$ cat config.mk
export PLATFORM = sky130hd
export DESIGN_NAME = ar_decoder_nslv_flat
export DESIGN_NICKNAME = d
export VERILOG_FILES = /design/src/rtl/ar_decoder_nslv_pkg.sv /design/src/rtl/ar_decoder_nslv_if.sv /design/src/rtl/ar_decoder_nslv_default_slave.sv /design/src/rtl/ar_decoder_nslv.sv /design/src/flat_wrapper.sv
export SDC_FILE = /design/constraint.sdc
export NUM_CORES = 1
export LEC_CHECK = 0
export CAP_MARGIN = 0
export CORE_UTILIZATION = 43
export CTS_BUF_LIST = sky130_fd_sc_hd__clkbuf_4 sky130_fd_sc_hd__clkbuf_8
export CTS_CLUSTER_DIAMETER = 80
export DETAILED_ROUTE_END_ITERATION = 10
export PLACE_DENSITY = 0.89
export SYNTH_ARGS = -nofsm -noshare
export SYNTH_HDL_FRONTEND = slang
export SYNTH_HIERARCHICAL = 1
export SYNTH_SLANG_ARGS = --single-unit
$ cat constraint.sdc
create_clock -name ACLK -period 3.3 [get_ports ACLK]
set_clock_uncertainty 0.1 [all_clocks]
set_input_delay 0.66 -clock ACLK [delete_from_list [all_inputs] [get_ports ACLK]]
set_output_delay 0.66 -clock ACLK [all_outputs]
set_load 0.01 [all_outputs]
$ cat src/rtl/ar_decoder_nslv_pkg.sv
// Shared types and constants for the AXI read-address decoder and its default slave.
// Also provides the address-to-slave index function used by the decoder and its bench.
package axi_dec_pkg;

    typedef enum logic {D_IDLE, D_RESP} dslv_state_t;

    localparam logic [1:0] RESP_OKAY   = 2'b00;
    localparam logic [1:0] RESP_DECERR = 2'b11;

    localparam logic [1:0] BURST_FIXED = 2'b00;
    localparam logic [1:0] BURST_INCR  = 2'b01;
    localparam logic [1:0] BURST_WRAP  = 2'b10;

    // Slave i owns the window [i*region_size, (i+1)*region_size-1].
    function automatic logic [63:0] slv_idx(input logic [63:0] addr, input logic [63:0] region_size);
        return addr / region_size;
    endfunction

endpackage

$ cat src/rtl/ar_decoder_nslv_if.sv
// AR fan-out bundle: upstream AR, per-slave AR, default-slave R channel and the sticky flag.
// The master modport is the environment side; the slave modport is the decoder side.
interface ar_decoder_nslv_if #(
    parameter int NUM_SLAVES = 2,
    parameter int ID_W       = 8,
    parameter int ADDR_W     = 32,
    parameter int LEN_W      = 4,
    parameter int SIZE_W     = 3,
    parameter int DATA_W     = 32
);
    logic [ID_W-1:0]              ARID;
    logic [ADDR_W-1:0]            ARADDR;
    logic [LEN_W-1:0]             ARLEN;
    logic [SIZE_W-1:0]            ARSIZE;
    logic [1:0]                   ARBURST;
    logic                         ARVALID;
    logic                         ARREADY;

    logic [NUM_SLAVES*ID_W-1:0]   ARID_S;
    logic [NUM_SLAVES*ADDR_W-1:0] ARADDR_S;
    logic [NUM_SLAVES*LEN_W-1:0]  ARLEN_S;
    logic [NUM_SLAVES*SIZE_W-1:0] ARSIZE_S;
    logic [NUM_SLAVES*2-1:0]      ARBURST_S;
    logic [NUM_SLAVES-1:0]        ARVALID_S;
    logic [NUM_SLAVES-1:0]        ARREADY_S;

    logic [ID_W-1:0]              RID_D;
    logic [DATA_W-1:0]            RDATA_D;
    logic [1:0]                   RRESP_D;
    logic                         RLAST_D;
    logic                         RVALID_D;
    logic                         RREADY_D;

    logic                         decerr_sticky;

    modport master (
        output ARID, ARADDR, ARLEN, ARSIZE, ARBURST, ARVALID, ARREADY_S, RREADY_D,
        input  ARREADY, ARID_S, ARADDR_S, ARLEN_S, ARSIZE_S, ARBURST_S, ARVALID_S,
        input  RID_D, RDATA_D, RRESP_D, RLAST_D, RVALID_D, decerr_sticky
    );

    modport slave (
        input  ARID, ARADDR, ARLEN, ARSIZE, ARBURST, ARVALID, ARREADY_S, RREADY_D,
        output ARREADY, ARID_S, ARADDR_S, ARLEN_S, ARSIZE_S, ARBURST_S, ARVALID_S,
        output RID_D, RDATA_D, RRESP_D, RLAST_D, RVALID_D, decerr_sticky
    );

endinterface

$ cat src/rtl/ar_decoder_nslv_default_slave.sv
// Default slave for unmapped reads: answers each taken request with ARLEN+1 DECERR beats.
// i_take may only be asserted while o_idle is high.
module ar_default_slave
    import axi_dec_pkg::*;
#(
    parameter int ID_W   = 8,
    parameter int LEN_W  = 4,
    parameter int DATA_W = 32
) (
    input  logic              clk,
    input  logic              rst_n,
    input  logic              i_take,
    input  logic [ID_W-1:0]   i_id,
    input  logic [LEN_W-1:0]  i_len,
    output logic              o_idle,
    input  logic              i_rready,
    output logic              o_rvalid,
    output logic [ID_W-1:0]   o_rid,
    output logic [DATA_W-1:0] o_rdata,
    output logic [1:0]        o_rresp,
    output logic              o_rlast
);

    dslv_state_t      r_state;
    dslv_state_t      w_next;
    logic [ID_W-1:0]  r_id;
    logic [LEN_W-1:0] r_len;
    logic [LEN_W-1:0] r_beat;

    assign o_idle = (r_state == D_IDLE);

    always_ff @(posedge clk) begin
        if (!rst_n) begin
            r_state <= D_IDLE;
            r_id    <= '0;
            r_len   <= '0;
            r_beat  <= '0;
        end else begin
            r_state <= w_next;
            if (i_take) begin
                r_id   <= i_id;
                r_len  <= i_len;
                r_beat <= '0;
            end else if (o_rvalid && i_rready && !o_rlast) begin
                r_beat <= r_beat + LEN_W'(1);
            end
        end
    end

    // The beat counter stops at r_len, so a full-length burst never wraps it.
    always_comb begin
        w_next   = r_state;
        o_rvalid = 1'b0;
        o_rid    = '0;
        o_rdata  = '0;
        o_rresp  = RESP_OKAY;
        o_rlast  = 1'b0;
        case (r_state)
            D_IDLE: begin
                if (i_take) w_next = D_RESP;
            end
            D_RESP: begin
                o_rvalid = 1'b1;
                o_rid    = r_id;
                o_rresp  = RESP_DECERR;
                o_rlast  = (r_beat == r_len);
                if (i_rready && o_rlast) w_next = D_IDLE;
            end
            default: w_next = D_IDLE;
        endcase
    end

endmodule

$ cat src/rtl/ar_decoder_nslv.sv
// AXI AR decoder: one-entry request slice, address decode and one-hot ARVALID fan-out.
// Define DECERR_EN to include the DECERR default slave; otherwise unmapped requests just drain.
module ar_decoder_nslv
    import axi_dec_pkg::*;
#(
    parameter int          NUM_SLAVES  = 2,
    parameter int          ID_W        = 8,
    parameter int          ADDR_W      = 32,
    parameter int          LEN_W       = 4,
    parameter int          SIZE_W      = 3,
    parameter int          DATA_W      = 32,
    parameter int unsigned REGION_SIZE = 32'h1_0000
) (
    input logic               ACLK,
    input logic               ARESETn,
    ar_decoder_nslv_if.slave  bus
);

    logic                  r_full;
    logic [ID_W-1:0]       r_id;
    logic [ADDR_W-1:0]     r_addr;
    logic [LEN_W-1:0]      r_len;
    logic [SIZE_W-1:0]     r_size;
    logic [1:0]            r_burst;
    logic                  r_sticky;

    logic [63:0]           w_idx;
    logic                  w_mapped;
    logic [NUM_SLAVES-1:0] w_sel;
    logic                  w_slave_rdy;
    logic                  w_dflt_rdy;
    logic                  w_drain;
    logic                  w_load;
    logic                  w_decerr_take;

    always_comb begin
        w_idx    = slv_idx(64'(r_addr), 64'(REGION_SIZE));
        w_mapped = (w_idx < 64'(NUM_SLAVES));
        w_sel    = '0;
        for (int i = 0; i < NUM_SLAVES; i++) begin
            w_sel[i] = w_mapped && (w_idx == 64'(i));
        end
    end

    // Draining and loading in the same cycle keeps the slice full at full throughput.
    assign w_slave_rdy   = |(w_sel & bus.ARREADY_S);
    assign w_drain       = r_full && (w_mapped ? w_slave_rdy : w_dflt_rdy);
    assign w_decerr_take = r_full && !w_mapped && w_drain;
    assign bus.ARREADY   = !r_full || w_drain;
    assign w_load        = bus.ARVALID && bus.ARREADY;

    always_ff @(posedge ACLK) begin
        if (!ARESETn) begin
            r_full   <= 1'b0;
            r_id     <= '0;
            r_addr   <= '0;
            r_len    <= '0;
            r_size   <= '0;
            r_burst  <= '0;
            r_sticky <= 1'b0;
        end else begin
            if (w_load) begin
                r_full  <= 1'b1;
                r_id    <= bus.ARID;
                r_addr  <= bus.ARADDR;
                r_len   <= bus.ARLEN;
                r_size  <= bus.ARSIZE;
                r_burst <= bus.ARBURST;
            end else if (w_drain) begin
                r_full <= 1'b0;
            end
            if (w_decerr_take) r_sticky <= 1'b1;
        end
    end

    assign bus.ARVALID_S     = r_full ? w_sel : '0;
    assign bus.ARID_S        = {NUM_SLAVES{r_id}};
    assign bus.ARADDR_S      = {NUM_SLAVES{r_addr}};
    assign bus.ARLEN_S       = {NUM_SLAVES{r_len}};
    assign bus.ARSIZE_S      = {NUM_SLAVES{r_size}};
    assign bus.ARBURST_S     = {NUM_SLAVES{r_burst}};
    assign bus.decerr_sticky = r_sticky;

`ifdef DECERR_EN
    ar_default_slave #(
        .ID_W   (ID_W),
        .LEN_W  (LEN_W),
        .DATA_W (DATA_W)
    ) u_default_slave (
        .clk      (ACLK),
        .rst_n    (ARESETn),
        .i_take   (w_decerr_take),
        .i_id     (r_id),
        .i_len    (r_len),
        .o_idle   (w_dflt_rdy),
        .i_rready (bus.RREADY_D),
        .o_rvalid (bus.RVALID_D),
        .o_rid    (bus.RID_D),
        .o_rdata  (bus.RDATA_D),
        .o_rresp  (bus.RRESP_D),
        .o_rlast  (bus.RLAST_D)
    );
`else
    logic w_unused_rready;

    assign w_unused_rready = bus.RREADY_D;
    assign w_dflt_rdy      = 1'b1;
    assign bus.RVALID_D    = 1'b0;
    assign bus.RID_D       = '0;
    assign bus.RDATA_D     = {DATA_W{1'b0}};
    assign bus.RRESP_D     = RESP_OKAY;
    assign bus.RLAST_D     = 1'b0;
`endif

endmodule

$ cat src/flat_wrapper.sv
// flat-port wrapper written by rule: the top's interface ports become plain ports
module ar_decoder_nslv_flat import axi_dec_pkg::*;
#(
    parameter int          NUM_SLAVES  = 2,
    parameter int          ID_W        = 8,
    parameter int          ADDR_W      = 32,
    parameter int          LEN_W       = 4,
    parameter int          SIZE_W      = 3,
    parameter int          DATA_W      = 32,
    parameter int unsigned REGION_SIZE = 32'h1_0000
)
  (ACLK, ARESETn, bus_ARID, bus_ARADDR, bus_ARLEN, bus_ARSIZE, bus_ARBURST, bus_ARVALID, bus_ARREADY_S, bus_RREADY_D, bus_ARREADY, bus_ARID_S, bus_ARADDR_S, bus_ARLEN_S, bus_ARSIZE_S, bus_ARBURST_S, bus_ARVALID_S, bus_RID_D, bus_RDATA_D, bus_RRESP_D, bus_RLAST_D, bus_RVALID_D, bus_decerr_sticky);
  ar_decoder_nslv_if #(.NUM_SLAVES(NUM_SLAVES), .ID_W(ID_W), .ADDR_W(ADDR_W), .LEN_W(LEN_W), .SIZE_W(SIZE_W), .DATA_W(DATA_W)) bus_i ();
  input logic ACLK;
  input logic ARESETn;
  input wire logic [$bits(bus_i.ARID)-1:0] bus_ARID;
  input wire logic [$bits(bus_i.ARADDR)-1:0] bus_ARADDR;
  input wire logic [$bits(bus_i.ARLEN)-1:0] bus_ARLEN;
  input wire logic [$bits(bus_i.ARSIZE)-1:0] bus_ARSIZE;
  input wire logic [$bits(bus_i.ARBURST)-1:0] bus_ARBURST;
  input wire logic [$bits(bus_i.ARVALID)-1:0] bus_ARVALID;
  input wire logic [$bits(bus_i.ARREADY_S)-1:0] bus_ARREADY_S;
  input wire logic [$bits(bus_i.RREADY_D)-1:0] bus_RREADY_D;
  output wire logic [$bits(bus_i.ARREADY)-1:0] bus_ARREADY;
  output wire logic [$bits(bus_i.ARID_S)-1:0] bus_ARID_S;
  output wire logic [$bits(bus_i.ARADDR_S)-1:0] bus_ARADDR_S;
  output wire logic [$bits(bus_i.ARLEN_S)-1:0] bus_ARLEN_S;
  output wire logic [$bits(bus_i.ARSIZE_S)-1:0] bus_ARSIZE_S;
  output wire logic [$bits(bus_i.ARBURST_S)-1:0] bus_ARBURST_S;
  output wire logic [$bits(bus_i.ARVALID_S)-1:0] bus_ARVALID_S;
  output wire logic [$bits(bus_i.RID_D)-1:0] bus_RID_D;
  output wire logic [$bits(bus_i.RDATA_D)-1:0] bus_RDATA_D;
  output wire logic [$bits(bus_i.RRESP_D)-1:0] bus_RRESP_D;
  output wire logic [$bits(bus_i.RLAST_D)-1:0] bus_RLAST_D;
  output wire logic [$bits(bus_i.RVALID_D)-1:0] bus_RVALID_D;
  output wire logic [$bits(bus_i.decerr_sticky)-1:0] bus_decerr_sticky;
  assign bus_i.ARID = bus_ARID;
  assign bus_i.ARADDR = bus_ARADDR;
  assign bus_i.ARLEN = bus_ARLEN;
  assign bus_i.ARSIZE = bus_ARSIZE;
  assign bus_i.ARBURST = bus_ARBURST;
  assign bus_i.ARVALID = bus_ARVALID;
  assign bus_i.ARREADY_S = bus_ARREADY_S;
  assign bus_i.RREADY_D = bus_RREADY_D;
  assign bus_ARREADY = bus_i.ARREADY;
  assign bus_ARID_S = bus_i.ARID_S;
  assign bus_ARADDR_S = bus_i.ARADDR_S;
  assign bus_ARLEN_S = bus_i.ARLEN_S;
  assign bus_ARSIZE_S = bus_i.ARSIZE_S;
  assign bus_ARBURST_S = bus_i.ARBURST_S;
  assign bus_ARVALID_S = bus_i.ARVALID_S;
  assign bus_RID_D = bus_i.RID_D;
  assign bus_RDATA_D = bus_i.RDATA_D;
  assign bus_RRESP_D = bus_i.RRESP_D;
  assign bus_RLAST_D = bus_i.RLAST_D;
  assign bus_RVALID_D = bus_i.RVALID_D;
  assign bus_decerr_sticky = bus_i.decerr_sticky;
  ar_decoder_nslv #(.NUM_SLAVES(NUM_SLAVES), .ID_W(ID_W), .ADDR_W(ADDR_W), .LEN_W(LEN_W), .SIZE_W(SIZE_W), .DATA_W(DATA_W), .REGION_SIZE(REGION_SIZE)) u_core (.ACLK(ACLK), .ARESETn(ARESETn), .bus(bus_i));
endmodule
==> results of run 1 <==
==> worst max path at each step <==
| stage | end | slack [ns] | cells past startpoint |
|---|---|---|---|
| after floorplan | bus_ARVALID_S[0] | 0.90 | 4 |
| after global placement | bus_ARVALID_S[1] | 0.40 | 5 |
| after detailed placement | bus_ARVALID_S[0] | 0.36 | 5 |
| after CTS | bus_ARVALID_S[0] | 0.03 | 5 |
| after global routing | bus_ARREADY | 0.07 | 5 |
| final | bus_ARREADY | 0.17 | 5 |
==> placed cells by master (no fill, tap or decap), types with 2 or more instances in the layout <==
master | synthesis | routed
dfxtp_1 | 51 | 51
or4_4 | 2 | 2
clkbuf_8 | 0 | 6
conb_1 | 1 | 44
a311o_1 | 34 | 34
o21ai_1 | 2 | 2
clkdlybuf4s50_1 | 0 | 151
buf_12 | 0 | 2
buf_4 | 93 | 6
nor2_1 | 34 | 34
mux2i_1 | 35 | 34
nand4_1 | 30 | 30
nand3_1 | 99 | 99
dlymetal6s2s_1 | 0 | 2
==> worst max-delay path: stages, from the launching register on <==
cell and delay, ns:
dfxtp_1 0.35, or4_4 0.56, or4_4 0.45, nor2_4 0.14
nand3_1 0.09, clkdlybuf4s50_1 0.49
==> cell type report <==
class                   instances  area (µm²)
fillers                       651        3154
multi-input cells             291        1833
repair buffers                162        1627
flip-flops and latches         51        1021
well taps                     102       127.6
clock buffers                   6       82.58
clock inverters                 2       35.03
inverters                       2       7.507
==> where the power goes <==
group	leakage, nW	total, mW	switching [mW]	internal, mW
combinational	1.55	0.571	0.259	0.313
clock	0.0612	0.447	0.201	0.246
sequential	0.424	0.736	0.0632	0.672
total	2.03	1.75	0.523	1.23
==> flip-flops by register name, summed over array words and instances (netlist names) <==
register                  count
u_core/bus.decerr_sticky      1
u_core/r_len                  4
u_core/r_burst                2
u_core/r_size                 3
u_core/r_id                   8
u_core/r_full                 1
u_core/r_addr                32
==> stage by stage <==
step,setup WS (ns),cells
3_5_place_dp,0.3603,608
5_1_grt,0.06958,616
2_1_floorplan,0.8985,479
4_1_cts,0.02520,616
3_3_place_gp,0.4013,608
6_report,0.1693,616
==> synth_stat cells <==
library cell,instances,share of area (%)
and3b_1,1,0.24
nor4_2,1,0.35
buf_4,93,20
a21boi_1,1,0.21
mux2_2,1,0.31
and2_1,1,0.17
buf_1,11,1.2
conb_1,1,0.10
nor2_1,34,3.6
and3_1,1,0.17
mux2i_1,35,9.8
inv_1,2,0.21
clkbuf_1,23,2.4
nand4b_4,1,0.66
nor4_4,1,0.59
a311o_1,34,9.5
nor2_2,1,0.17
or4_4,2,0.63
nand2_1,1,0.10
o21ai_1,2,0.28
buf_6,5,1.6
nor4b_1,1,0.24
buf_2,3,0.42
dfxtp_1,51,29
nand3_1,99,14
nand4_1,30,5.2
==> metal layers <==
| metal | share of wire, % | track usage [%] | routed length, µm |
|---|---|---|---|
| met5 | 0 | 0 | 0 |
| met4 | 1.3 | 4.359 | 115 |
| met3 | 7.2 | 4.065 | 648 |
| met2 | 53 | 37.38 | 4716 |
| met1 | 39 | 21.82 | 3497 |
==> kinds of logic after synthesis <==
logic type             synth area share (%)
AND/OR/NAND/NOR                       26.01
buffers and inverters                 25.27
flip-flops                            28.52
AO/OA/AOI/OAI                         9.997
multiplexers                          10.10
other                                0.1048
==> timing repair <==
action                                 CTS  global route
gates resized for setup                  0             3
endpoints found under the hold margin    0             0
setup endpoints to repair                0             2
==> results_dict.tcl, run 1 <==
set metrics [dict create \
    start_util_pct 45.38 \
    startpoint "u_core/r_addr[23]" \
    worstPathArrival_ns 2.37 \
    netlist_area_um2 3580 \
    yosysWarnings 6 \
    postSynthCellCount 436 \
    cap_violations 0 \
    vias 3369 \
    tightest_slew_ns 0.6676 \
    track_usage_pct 19.50 \
    drtIter0Drc 142 \
    fmax_mhz 319.4 \
    crit_fanout 4 \
    ys_seq_area_share_pct 28.52 \
    ant_nets 0 \
    fp.dieW_um 93.24 \
    crit_type "register to output port" \
    status "complete, no violations" \
    endpoint_kind "output port" \
    drive_gt1_share_pct 4.864 \
    post_cts_buffers 0 \
    cts_hold_buf 0 \
    fin_tns_setup_ns 0 \
    startpoint_type "register" \
    dp_hpwl_mm 6.127 \
    final_util_pct 60.01 \
    core-area_um2 7888 \
    vias_per_cell 5.469 \
    hold_path_end "u_core/bus.decerr_sticky" \
    power_density_nw_per_um2 370.5 \
    post_dp_cell_area_um2 4606 \
    die_h_um 93.24 \
    portBuffers 155 \
    overflow 0 \
    cts.path.max_buffers 2 \
    reg2reg_depth 5 \
    synth_cell_types 26 \
    drc 0 \
    firstDrtPassIters 5 \
    p_total_mw 1.754 \
    grt_first_pass_wirelength_mm 13.89 \
    area_growth_pct 32.23 \
    wl_mm 8.977 \
    cts_buffers 5 \
    holdWs_ns 0.3521 \
    rows 32 \
    cts_tree "done" \
    final_nets 568 \
    clk_latency_ns 0.29 \
    hold_path.class "register to register" \
    worstReg2RegEnd "u_core/r_size[1]" \
    clock-sinks 51 \
    hold_start "u_core/bus.decerr_sticky" \
    slew_headroom_pct 55.49 \
    wl_per_cell_um 14.57 \
    grt_max_degree 81 \
    setup_viol 0 \
    fin_area_um2 4733 \
    post-route-period-util_pct 94.87 \
    power_leakage_nw 2.033 \
    worstReg2RegStart "u_core/r_addr[23]" \
    ios 201 \
    cp_data_required_time_ns 2.54 \
    root_buffer "clkbuf_8" \
    die_area_um2 8694 \
    clk_pin_slew_ns 0.09 \
    fin_crit_ns 3.131 \
    hold_depth 2 \
    grt_pass1_vias 2964 \
    reg2reg_slack_ns 1.21 \
    rsz0062_at_grt "no" \
    ys_ff_latch 51 \
    report.final.slew_viol_count 0 \
    htree_levels 2 \
    gp_congestion 0.7234 \
    n_antenna_cell 0 \
    syn_area_per_cell_um2 8.210 \
    hold_viol 0 \
    antenna_found_initial 0 \
    ir_worst_vdd_mv 0.2581 \
]
Power figures use the tool's default switching activity.
==> inputs of run 2 (changes only) <==
--- a/config.mk
+++ b/config.mk
@@ -10,6 +10,7 @@
 export CTS_BUF_LIST = sky130_fd_sc_hd__clkbuf_4 sky130_fd_sc_hd__clkbuf_8
 export CTS_CLUSTER_DIAMETER = 80
 export DETAILED_ROUTE_END_ITERATION = 10
+export GPL_TIMING_DRIVEN = 0
 export PLACE_DENSITY = 0.89
 export SYNTH_ARGS = -nofsm -noshare
 export SYNTH_HDL_FRONTEND = slang
==> results_dict.tcl, run 2 (synthesis results as in run 1) <==
set metrics [dict create \
    status "complete, no violations" \
    clock-sinks 51 \
    ios 201 \
    fp.dieW_um 93.24 \
    grt_first_pass_wirelength_mm 17.51 \
    rows 32 \
    start_util_pct 45.38 \
    n_antenna_cell 0 \
    firstDrtPassIters 5 \
    cp_slowest_cell "clkdlybuf4s50_1" \
    htree_levels 2 \
    power_leakage_nw 2.562 \
    cts.path.max_buffers 2 \
    largest_reg_flops 32 \
    vias_per_cell 5.363 \
    track_usage_pct 24.91 \
    fmax_mhz 315.5 \
    core-area_um2 7888 \
    vias 3979 \
    gp_congestion 0.8445 \
    ant_nets 0 \
    reg_top3 "u_core/r_addr: 32 flops, u_core/r_id: 8 flops, u_core/r_len: 4 flops" \
    max_stage_delay_ns 0.50 \
    crit_type "input port to output port" \
    final_nets 694 \
    cts_hold_buf 0 \
    final_util_pct 70.34 \
    drive_gt1_share_pct 18.13 \
    hold_path.class "register to register" \
    final_common_cell "clkdlybuf4s50_1" \
    cap_violations 0 \
    startpoint_type "input port" \
    ir_worst_vdd_mv 0.2252 \
    rsz0062_at_grt "no" \
    fillers 632 \
    cts_buffers 5 \
    dp_hpwl_mm 8.431 \
    setup_viol 0 \
    multi_input_area_um2 1833 \
    dp.cells 735 \
    clk_latency_ns 0.30 \
    grt_pass1_vias 3732 \
    area_growth_pct 54.98 \
    slew_headroom_pct 62.55 \
    root_buffer "clkbuf_8" \
    crit_path_frequent_cell "clkdlybuf4s50_1" \
    post-route-period-util_pct 96.06 \
    wl_per_cell_um 15.25 \
    die_area_um2 8694 \
    overflow 0 \
    drtIter0Drc 233 \
    crit_fanout 19 \
    worstPathCellList "clkdlybuf4s50_1 > mux2i_4 > clkbuf_4 > nand3_1 > clkdlybuf4s50_1" \
    cts_tree "done" \
    fin_area_um2 5548 \
    cp_data_required_time_ns 2.54 \
    regArea_um2 1021 \
    drc 0 \
    clk_pin_slew_ns 0.09 \
    report.final.slew_viol_count 0 \
    layout_common_cells "clkdlybuf4s50_1, nand3_1, buf_4" \
    fin_crit_ns 3.170 \
    post_dp_cell_area_um2 5410 \
    regMostFlops "u_core/r_addr" \
    worstPathArrival_ns 2.41 \
    tightest_slew_ns 0.5539 \
    grt_max_degree 20 \
    wl_mm 11.32 \
    fin_tns_setup_ns 0 \
    antenna_found_initial 0 \
    power_density_nw_per_um2 342.9 \
    instances_no_fill 742 \
    hold_viol 0 \
    die_h_um 93.24 \
    portBuffers 154 \
    endpoint_kind "output port" \
]
## run 2: cell count changes in the layout (fill, tap and decap cells not counted), moves of 2 or more
cell | before | now
buf_1 | 0 | 11
buf_12 | 2 | 0
buf_4 | 6 | 93
buf_6 | 0 | 5
clkbuf_1 | 0 | 23
## run 2: repair_timing
item,4_1_cts,5_1_grt
resized for setup,2,4
pin swaps,0,0
endpoints found under the setup margin,1,3
buffers inserted,0,0
## run 2: power breakdown
part,switching (mW),leakage [nW],internal (mW)
clock network,0.207,0.0612,0.246
registers,0.0678,0.424,0.672
logic,0.298,2.08,0.411
total,0.573,2.56,1.33
## run 2: worst max-delay path: cells and delay by family
| kind | cells | cell delay, ns |
|---|---|---|
| buffers and inverters | 3 | 1.33 |
| muxes | 1 | 0.28 |
| and+or+nand+nor | 1 | 0.13 |
## run 2: worst paths after layout
check	from	to	slack, ns	depth (start not counted)
min reg2reg	u_core/bus.decerr_sticky	u_core/bus.decerr_sticky	0.35	2
max	bus_ARREADY_S[0]	bus_ARREADY	0.13	5
max reg2reg	u_core/r_addr[23]	u_core/r_len[0]	1.19	5
min	u_core/bus.decerr_sticky	u_core/bus.decerr_sticky	0.35	2
## run 2: metrics by stage
stage | power (mW) | hold slack (ns) | setup WS [ns]
after floorplan | 1.105 | 0.3685 | 0.8985
final | 1.902 | 0.3545 | 0.1300
after CTS | 1.904 | 0.3587 | 0.04139
after detailed placement | 1.452 | 0.3451 | -0.2326
after global routing | 1.992 | 0.3971 | 0.05966
after global placement | 1.432 | 0.3365 | -0.2130
## run 2: cell type report
class / count / share of cell area, %
plain buffers: 134 / 16.13
multi-input cells: 291 / 33.04
flip-flops and latches: 51 / 18.40
inverters: 2 / 0.1353
clock buffers: 6 / 1.488
well taps: 102 / 2.300
repair buffers: 154 / 27.88
clock inverters: 2 / 0.6315
## run 2: layer usage
layer	global-route usage, %	vias up	part of all wire (%)	wire (µm)
met5	0	-	0	0
met3	5.041	20	9.5	1071
met2	45.04	235	51	5779
li1	-	1863	-	-
met1	29.30	1861	38	4278
met4	7.949	0	1.7	190
==> inputs of run 3 (changes only) <==
--- a/config.mk
+++ b/config.mk
@@ -6,12 +6,12 @@
 export NUM_CORES = 1
 export LEC_CHECK = 0
 export CAP_MARGIN = 0
-export CORE_UTILIZATION = 43
-export CTS_BUF_LIST = sky130_fd_sc_hd__clkbuf_4 sky130_fd_sc_hd__clkbuf_8
+export CORE_UTILIZATION = 42
+export CTS_BUF_LIST = sky130_fd_sc_hd__clkbuf_4 sky130_fd_sc_hd__clkbuf_8 sky130_fd_sc_hd__clkbuf_16
 export CTS_CLUSTER_DIAMETER = 80
 export DETAILED_ROUTE_END_ITERATION = 10
 export GPL_TIMING_DRIVEN = 0
-export PLACE_DENSITY = 0.89
+export PLACE_DENSITY = 0.87
 export SYNTH_ARGS = -nofsm -noshare
 export SYNTH_HDL_FRONTEND = slang
 export SYNTH_HIERARCHICAL = 1
==> results_dict.tcl, run 3 (synthesis results as in run 1) <==
set metrics [dict create \
    regMostFlops "u_core/r_addr" \
    crit_fanout 4 \
    hold_depth 2 \
    area_growth_pct 54.63 \
    cp_data_required_time_ns 2.54 \
    reg2reg_depth 5 \
    rsz0062_at_grt "no" \
    crit_type "register to output port" \
    worstReg2RegStart "u_core/r_addr[23]" \
    wl_per_cell_um 14.91 \
    reg2reg_slack_ns 1.23 \
    n_antenna_cell 0 \
    ios 201 \
    clk_pin_slew_ns 0.10 \
    crit_buf_inv 1 \
    grt_max_degree 17 \
    drc 0 \
    hold_path.class "register to register" \
    fin_crit_ns 3.145 \
    cts_tree "done" \
    wl_mm 11.14 \
    grt_pass1_vias 3538 \
    power_leakage_nw 2.530 \
    power_density_nw_per_um2 330.9 \
    final_nets 696 \
    vias_per_cell 5.241 \
    reg_top3 "u_core/r_addr: 32 flops, u_core/r_id: 8 flops, u_core/r_len: 4 flops" \
    overflow 0 \
    worstReg2RegEnd "u_core/r_id[7]" \
    fillers 674 \
    firstDrtPassIters 5 \
    ir_worst_vdd_mv 0.2349 \
    cts.path.max_buffers 2 \
    cap_violations 0 \
    hold_viol 0 \
    layout_common_cells "clkdlybuf4s50_1, nand3_1, buf_4" \
    final_common_cell "clkdlybuf4s50_1" \
    status "complete, no violations" \
    antenna_found_initial 0 \
    track_usage_pct 23.44 \
    vias 3915 \
    cts_buffers 5 \
    startpoint "u_core/r_addr[23]" \
    rows 33 \
    startpoint_type "register" \
    crit_family "simple AND/OR/NAND/NOR gates" \
    post-route-period-util_pct 95.30 \
    largest_reg_flops 32 \
    dp_hpwl_mm 8.360 \
    root_buffer "clkbuf_8" \
    drive_gt1_share_pct 18.38 \
    fp.dieW_um 94.32 \
    slew_headroom_pct 63.51 \
    max_stage_delay_ns 0.56 \
    worstSetupPathDepth 5 \
    worstPathArrival_ns 2.38 \
    tightest_slew_ns 0.5474 \
    ant_nets 0 \
    fin_tns_setup_ns 0 \
    setup_viol 0 \
    core-area_um2 8217 \
    report.final.slew_viol_count 0 \
    fmax_mhz 318.0 \
    htree_levels 2 \
    endpoint "bus_ARREADY" \
    worstPathCellList "or4_4 > or4_4 > nor2_2 > nand3_1 > clkdlybuf4s50_1" \
    crit_path_frequent_cell "or4_4" \
    grt_first_pass_wirelength_mm 16.83 \
    gp_congestion 0.8418 \
    clk_latency_ns 0.30 \
    die_h_um 94.32 \
    die_area_um2 8896 \
    drtIter0Drc 235 \
    p_total_mw 1.832 \
    cp_slowest_cell "or4_4" \
    start_util_pct 43.57 \
    endpoint_kind "output port" \
    clock-sinks 51 \
    portBuffers 154 \
]
run 3: how the worst min path moves through the flow:
stage                             start                        to  slack (ns)
2_1_floorplan  u_core/bus.decerr_sticky  u_core/bus.decerr_sticky        0.37
3_3_place_gp   u_core/bus.decerr_sticky  u_core/bus.decerr_sticky        0.34
3_5_place_dp   u_core/bus.decerr_sticky  u_core/bus.decerr_sticky        0.35
4_1_cts        u_core/bus.decerr_sticky  u_core/bus.decerr_sticky        0.37
5_1_grt        u_core/bus.decerr_sticky  u_core/bus.decerr_sticky        0.40
6_report       u_core/bus.decerr_sticky  u_core/bus.decerr_sticky        0.37
run 3: worst min-delay path: stages (launching register included):
cell and delay, ns:
dfxtp_1 0.32, inv_1 0.05, a21boi_1 0.05
run 3: layout make-up:
cell class | count | area (µm²) | share of cell area (%)
buffer | 135 | 902.1 | 16.30
multi-input combinational | 291 | 1828 | 33.02
tap | 105 | 131.4 | 2.373
sequential | 51 | 1021 | 18.44
inverter | 2 | 7.507 | 0.1356
timing repair buffer | 155 | 1546 | 27.94
clock buffer | 6 | 82.58 | 1.492
clock inverter | 2 | 16.27 | 0.2939
run 3: metal layers:
| layer | GRT usage (%) | up-vias | wire length (µm) |
|---|---|---|---|
| li1 | - | 1861 | - |
| met1 | 28.53 | 1802 | 4453 |
| met2 | 42.33 | 232 | 5532 |
| met3 | 4.126 | 20 | 965 |
| met4 | 5.769 | 0 | 185 |
| met5 | 0 | - | 0 |
run 3: where the power goes:
part	internal [mW]	switching, mW	total [mW]
sequential	0.673	0.0681	0.741
clock	0.172	0.211	0.383
combinational	0.414	0.295	0.708
run 3: what timing repair did:
action,in CTS,in global routing
setup endpoints to repair,3,1
gates resized for setup,4,2
cloned,0,0
hold buffers,0,0
setup buffers,0,1
run 3: stage by stage:
step	cell area, µm²	setup WS, ns	cells	utilization, %	hold WS [ns]
global placement	5414	-0.1839	738	65.89	0.3418
finish	5535	0.1552	747	67.37	0.3659
global route	5535	0.09893	747	67.37	0.4048
floorplan	3741	0.8985	479	-	0.3685
detailed placement	5414	-0.1995	738	65.89	0.3547
CTS	5523	0.004242	746	67.21	0.3666
